==> src/rtl/jtag_tck_master.sv <==
// jtag_tck_master: command-driven JTAG shift engine.
// Takes one shift command of up to 32 bits. It drives TCK/TMS/TDI, captures TDO
// and returns the captured word with a one-cycle response pulse.
// The TCK half-period is CLK_DIV clk_i cycles.
// Optional build macro JTAG_TCK_MASTER_TMS_EXIT_EN: when it is defined, cmd_exit_i
// raises TMS on the final bit of the command. This lets one command leave a
// Shift-DR/IR state.
module jtag_tck_master #(
  parameter int CLK_DIV = 2
) (
  input  logic        clk_i,
  input  logic        rst_i,
  input  logic        cmd_valid_i,
  output logic        cmd_ready_o,
  input  logic [5:0]  cmd_len_i,
  input  logic        cmd_tms_i,
  input  logic        cmd_exit_i,
  input  logic [31:0] cmd_tdi_i,
  output logic        rsp_valid_o,
  output logic [31:0] rsp_tdo_o,
  output logic        tck_o,
  output logic        tms_o,
  output logic        tdi_o,
  input  logic        tdo_i
);

  localparam logic [1:0] ST_IDLE = 2'd0;
  localparam logic [1:0] ST_LOW  = 2'd1;
  localparam logic [1:0] ST_HIGH = 2'd2;
  localparam logic [1:0] ST_DONE = 2'd3;

  localparam logic [7:0] PHASE_LAST = 8'(CLK_DIV - 1);

  logic [1:0]  r_state;
  logic [7:0]  r_phaseCnt;
  logic [4:0]  r_bitIdx;
  logic [5:0]  r_len;
  logic        r_tms;
  logic [31:0] r_tdi;
  logic [31:0] r_tdoCap;
  logic [31:0] r_rspTdo;
  logic        r_tck;
  logic        r_tmsOut;
  logic        r_tdiOut;
  logic        r_rspValid;

  logic [5:0]  w_lenEff;
  logic        w_accept;
  logic        w_zeroLen;
  logic        w_phaseEnd;
  logic        w_lowEnd;
  logic        w_highEnd;
  logic        w_lastBit;
  logic        w_finish;
  logic        w_advance;
  logic [4:0]  w_nextIdx;
  logic [31:0] w_tdoNext;
  logic        w_startTms;
  logic        w_nextTms;

`ifdef JTAG_TCK_MASTER_TMS_EXIT_EN
  logic        r_exit;
`else
  logic        w_unusedExit;
  assign w_unusedExit = cmd_exit_i;
`endif

  // Decode the handshake, phase boundaries and bit position for the state machine.
  always_comb begin
    w_lenEff   = (cmd_len_i > 6'd32) ? 6'd32 : cmd_len_i;
    w_accept   = (r_state == ST_IDLE) && cmd_valid_i;
    w_zeroLen  = (w_lenEff == 6'd0);
    w_phaseEnd = (r_phaseCnt == PHASE_LAST);
    w_lowEnd   = (r_state == ST_LOW) && w_phaseEnd;
    w_highEnd  = (r_state == ST_HIGH) && w_phaseEnd;
    w_lastBit  = ({1'b0, r_bitIdx} == (r_len - 6'd1));
    w_finish   = w_highEnd && w_lastBit;
    w_advance  = w_highEnd && !w_lastBit;
    w_nextIdx  = r_bitIdx + 5'd1;
  end

  // Merge the TDO sample for the current bit into the partially captured word.
  always_comb begin
    w_tdoNext = r_tdoCap;
    w_tdoNext[r_bitIdx] = tdo_i;
  end

  // Select the TMS level for the first bit and for the bit that comes next.
  always_comb begin
`ifdef JTAG_TCK_MASTER_TMS_EXIT_EN
    w_startTms = cmd_tms_i | (cmd_exit_i & (w_lenEff == 6'd1));
    w_nextTms  = r_tms | (r_exit & ({1'b0, w_nextIdx} == (r_len - 6'd1)));
`else
    w_startTms = cmd_tms_i;
    w_nextTms  = r_tms;
`endif
  end

  // Main sequencer: IDLE -> (LOW -> HIGH) per bit -> DONE -> IDLE.
  // A zero-length command skips straight to DONE.
  always_ff @(posedge clk_i) begin
    if (rst_i) begin
      r_state    <= ST_IDLE;
      r_phaseCnt <= 8'd0;
      r_bitIdx   <= 5'd0;
    end else begin
      case (r_state)
        ST_IDLE: begin
          if (w_accept) begin
            r_phaseCnt <= 8'd0;
            r_bitIdx   <= 5'd0;
            r_state    <= w_zeroLen ? ST_DONE : ST_LOW;
          end
        end
        ST_LOW: begin
          if (w_phaseEnd) begin
            r_phaseCnt <= 8'd0;
            r_state    <= ST_HIGH;
          end else begin
            r_phaseCnt <= r_phaseCnt + 8'd1;
          end
        end
        ST_HIGH: begin
          if (w_phaseEnd) begin
            r_phaseCnt <= 8'd0;
            if (w_lastBit) begin
              r_state <= ST_DONE;
            end else begin
              r_state  <= ST_LOW;
              r_bitIdx <= w_nextIdx;
            end
          end else begin
            r_phaseCnt <= r_phaseCnt + 8'd1;
          end
        end
        ST_DONE: begin
          r_state <= ST_IDLE;
        end
        default: begin
          r_state <= ST_IDLE;
        end
      endcase
    end
  end

  // Latch the command at the handshake so that later input changes cannot affect it.
  always_ff @(posedge clk_i) begin
    if (rst_i) begin
      r_len <= 6'd0;
      r_tms <= 1'b0;
      r_tdi <= 32'd0;
    end else if (w_accept) begin
      r_len <= w_lenEff;
      r_tms <= cmd_tms_i;
      r_tdi <= cmd_tdi_i;
    end
  end

`ifdef JTAG_TCK_MASTER_TMS_EXIT_EN
  // Hold the exit request so it can be applied to the final bit.
  always_ff @(posedge clk_i) begin
    if (rst_i) begin
      r_exit <= 1'b0;
    end else if (w_accept) begin
      r_exit <= cmd_exit_i;
    end
  end
`endif

  // Drive the JTAG pins. TMS and TDI change only together with a falling TCK
  // (or when a command starts), so they are stable around the rising edge.
  always_ff @(posedge clk_i) begin
    if (rst_i) begin
      r_tck    <= 1'b0;
      r_tmsOut <= 1'b1;
      r_tdiOut <= 1'b0;
    end else begin
      if (w_lowEnd) begin
        r_tck <= 1'b1;
      end else if (w_highEnd) begin
        r_tck <= 1'b0;
      end
      if (w_accept && !w_zeroLen) begin
        r_tmsOut <= w_startTms;
        r_tdiOut <= cmd_tdi_i[0];
      end else if (w_advance) begin
        r_tmsOut <= w_nextTms;
        r_tdiOut <= r_tdi[w_nextIdx];
      end
    end
  end

  // Capture TDO at the end of each high phase and publish the word on completion.
  // The word is cleared at the handshake, so bits past the length read as zero.
  always_ff @(posedge clk_i) begin
    if (rst_i) begin
      r_tdoCap   <= 32'd0;
      r_rspTdo   <= 32'd0;
      r_rspValid <= 1'b0;
    end else begin
      r_rspValid <= 1'b0;
      if (w_accept) begin
        r_tdoCap <= 32'd0;
        if (w_zeroLen) begin
          r_rspTdo   <= 32'd0;
          r_rspValid <= 1'b1;
        end
      end else if (w_highEnd) begin
        r_tdoCap <= w_tdoNext;
        if (w_finish) begin
          r_rspTdo   <= w_tdoNext;
          r_rspValid <= 1'b1;
        end
      end
    end
  end

  assign cmd_ready_o = (r_state == ST_IDLE) && !rst_i;
  assign rsp_valid_o = r_rspValid;
  assign rsp_tdo_o   = r_rspTdo;
  assign tck_o       = r_tck;
  assign tms_o       = r_tmsOut;
  assign tdi_o       = r_tdiOut;

endmodule

==> config.mk <==
export PLATFORM = sky130hd
export DESIGN_NAME = jtag_tck_master
export DESIGN_NICKNAME = d
export VERILOG_FILES = /design/src/rtl/jtag_tck_master.sv
export SDC_FILE = /design/constraint.sdc
export NUM_CORES = 1
export LEC_CHECK = 0
export BUFFER_PORTS_ARGS = -buffer_cell sky130_fd_sc_hd__buf_2
export CAP_MARGIN = 5
export CORE_MARGIN = 8
export CORE_UTILIZATION = 52
export DETAILED_ROUTE_END_ITERATION = 10
export GPL_TIMING_DRIVEN = 0
export PLACE_DENSITY = 0.71
export SLEW_MARGIN = 15
export SYNTH_ARGS = -nofsm -noshare
export SYNTH_HDL_FRONTEND = slang
export SYNTH_SLANG_ARGS = --single-unit
==> constraint.sdc <==
create_clock -name clk_i -period 3.05 [get_ports clk_i]
set_input_delay 0.61 -clock clk_i [delete_from_list [all_inputs] [get_ports clk_i]]
set_output_delay 0.61 -clock clk_i [all_outputs]
set_load 0.1 [all_outputs]
==> summary.md <==
| Metric | Value |
|---|---|
| Critical Path End Type | `flip-flop` |
| Syn_area_per_cell | `8.37 um2` |
| Hold buffers post-CTS | `0` |
| Post-synthesis adder-cell area fraction | `0.0209` |
| Setup Skew | `0.00507 ns` |
| Hpwl dp | `12,100 um` |
| # IOs | `81` |
| Post-route clock period utilization | `0.931` |
| Post-synthesis compound-gate area fraction | `0.175` |
| Synth cell types | `56` |
| Initial core utilization | `0.530` |
| First-pass GRT wire length | `26,900 um` |
| Clock share of power | `0.409` |
| Mux share of post-synthesis cell area | `0.0857` |
| IO Port Bufs | `78` |
| Crit path DAT | `3.12 ns` |
| Share of cells above drive strength 1 | `0.167` |
| Commonest non-fill, non-tap cell in the layout | `dfxtp_1` |
| Int Power | `3.35 mW` |
| RSZ-0062 raised after global routing | `no` |
| Register area share after synthesis | `0.407` |
| Crit-path leading delay family | `compound AO/OA/AOI/OAI gates` |
| Final core occ | `0.633` |
| Synth Register Bits | `122` |
| Antenna viol nets, final | `0` |
| Async set-or-reset flop fraction in the synthesized netlist | `0` |
| CTS sink cnt | `122` |
| Pwr dens | `685 nW/um2` |
| Worst-Skew Late Latency | `0.42 ns` |
| CTS tree | `done` |
| Syn Inst Count | `717` |
| Largest family of logic cells by synthesized area | `simple AND/OR/NAND/NOR gates` |
| P_leak | `2.74 nW` |
| H-tree depth | `4` |
| Peak VDD IR | `491 uV` |
| Vias in the first global route | `5,461` |
| GRT Resource Usage Total | `0.227` |
| Post-CTS Setup Inserts | `0` |
| Die area | `15,200 um2` |
| Synth Net Count | `771` |
| Nets | `868` |
| CP bufs+invs | `3` |
| DRT Wirelength | `16,800 um` |
| Area of the mapped netlist | `6000 um2` |
| Comb pwr share | `0.227` |
| Total iterations of the first detailed-routing run | `5` |
| Yosys warning total | `0` |
| CP startpoint kind | `flip-flop` |
| XOR/XNOR Fraction of Synth Area | `0.0204` |
| CP cell instances | `clkbuf_4 -> inv_1 -> ha_1 -> clkbuf_4 -> mux4_2 -> nor2b_1 -> a211oi_1 -> a211oi_1 -> a21oi_1 -> o211ai_1` |
| Post-DR wirelength/cell | `17.3 um` |
| Clk root buf | `clkbuf_16` |
| Worst-Margin Slew | `0.789 ns` |
| Total CTS buffers | `17` |
| # rows | `39` |
| Worst Setup Slack post-DPL | `-0.185 ns` |
| Simple-Gate Fraction of Synth Area | `0.242` |
| Synth-to-layout area growth | `19.5%` |
| Initial antenna violation count | `0` |
| Most common flop cell mapped by yosys | `dfxtp_1` |
| Final min period | `2.84 ns` |
| Core footprint | `11,300 um2` |
| RD Place Congestion | `0.876` |
| Total congestion overflow | `0` |
| Most frequent cells in the layout | `dfxtp_1, nand2_1, a21oi_1` |
| Die X-Extent | `123 um` |
| Die Y | `123 um` |
| Pins Over Slew Limit | `0` |
| WS Path Type | `flip-flop to flip-flop` |
| Post_cts resized | `2` |
| Slew headroom | `0.474` |
| Register share of total power | `0.364` |
| # DRC | `0` |
| Largest net degree at the start of global routing | `17` |
| Worst-path maximum fanout | `10` |
| DR vias/cell | `5.82` |
| Critical Path RT | `3.33 ns` |
| Psw | `1.56 mW` |
| Critical-path top delay cell | `mux4_2` |
| Setup violations, final | `0` |
| Design Power | `4.91 mW` |
| Status | `completed` |
| Vias | `5,643` |
| Setup ws final | `0.209 ns` |
| Post-synth EDFFs | `0` |
| F_max | `0.352 GHz` |
| Switching share of power | `0.318` |
| 1st-iter DRT viols | `483` |
| Max_cap viols | `0` |
| Min Hold Slack | `0.425 ns` |
| Hold WC Path Type | `input pin to flip-flop` |
| CP peak stage delay | `0.51 ns` |
| Maximum root-to-sink buffer count | `2` |
| ANT cells | `0` |
| Count of final hold-check violations | `0` |
| Worst-path clk slew | `0.05 ns` |
[worst paths after layout]
check | slack [ns] | endpoint | cells after the start | from
worst min register to register | 0.45 | r_tms | 2 | r_tms
worst min-delay path | 0.43 | r_tdi[20] | 3 | cmd_tdi_i[20]
worst max register to register | 0.21 | tdi_o | 10 | r_bitIdx[0]
worst max-delay path | 0.21 | tdi_o | 10 | r_bitIdx[0]
[cell usage after synthesis (2+ instances only)]
cell type,n,share of area
dfxtp_1,122,0.41
nand2_1,118,0.074
a21oi_1,90,0.075
nor2_1,48,0.030
clkbuf_1,44,0.028
mux2i_1,30,0.050
nor3_1,27,0.023
nand3_1,23,0.019
nand3b_1,23,0.029
a211oi_1,14,0.018
a22oi_1,14,0.018
buf_1,14,0.0088
xor2_1,11,0.016
a22o_1,10,0.015
ha_1,10,0.021
nor3b_1,10,0.013
inv_1,9,0.0056
a32oi_1,8,0.012
mux4_2,8,0.030
nand4_1,8,0.0083
nand2b_1,7,0.0073
buf_2,6,0.0050
nor2b_1,6,0.0063
nand4b_1,5,0.0073
o21ai_0,4,0.0033
o32ai_1,4,0.0058
and2_1,3,0.0031
and3_1,3,0.0031
mux2_2,3,0.0056
o31ai_1,3,0.0038
xnor2_1,3,0.0044
and3b_1,2,0.0029
and4_1,2,0.0029
o22a_1,2,0.0029
or2_2,2,0.0021
[tightest hold or removal path: cells and delay by family]
| kind | cells | cell delay [ns] |
|---|---|---|
| compound gates | 1 | 0.05 |
| buf+inv | 1 | 0.09 |
| simple gates | 1 | 0.04 |
[registers in the layout (all words and copies together) (netlist names)]
signal       flops
r_tdi           32
r_tdoCap        32
rsp_tdo_o       32
r_phaseCnt       8
r_len            6
r_bitIdx         5
r_state          2
r_tms            1
rsp_valid_o      1
tck_o            1
tdi_o            1
tms_o            1
[kinds of logic after synthesis]
group,Yosys count
AO/OA/AOI/OAI,161
XOR/XNOR,14
adder cells (fa/ha/maj),10
buffers and inverters,74
flip-flops,122
multiplexers,41
AND/OR/NAND/NOR,295
[cell type report]
cell class / instances / area, um2
inverter: 9 / 33.8
multi-input combinational: 521 / 3260
buffer: 65 / 265
clock inverter: 6 / 85.1
tap: 143 / 179
fill: 981 / 4150
clock buffer: 26 / 509
sequential: 122 / 2440
timing repair buffer: 78 / 390
[routing by layer]
layer | vias up | part of all wire | GRT usage
met2 | 188 | 0.48 | 0.361
met3 | 35 | 0.065 | 0.0603
li1 | 2749 | - | -
met4 | 0 | 0.030 | 0.112
met5 | - | 0 | 0
met1 | 2671 | 0.43 | 0.281
[power groups by stage]
stage | sequential, mW | clock (mW) | combinational (mW)
floorplan | 1.85 | 0 | 0.761
global placement | 1.81 | 0 | 1.06
detailed placement | 1.82 | 0 | 1.10
CTS | 1.79 | 2.03 | 1.11
global route | 1.80 | 2.12 | 1.23
finish | 1.79 | 2.01 | 1.12
[stage by stage]
stage / setup TNS, ns / area, um2 / instances
6_report: 0 / 7170 / 970
2_1_floorplan: 0 / 6000 / 717
5_1_grt: 0 / 7170 / 970
3_3_place_gp: -0.152 / 6570 / 938
4_1_cts: 0 / 7170 / 970
3_5_place_dp: -0.185 / 6570 / 938
Power figures use the tool's default switching activity.
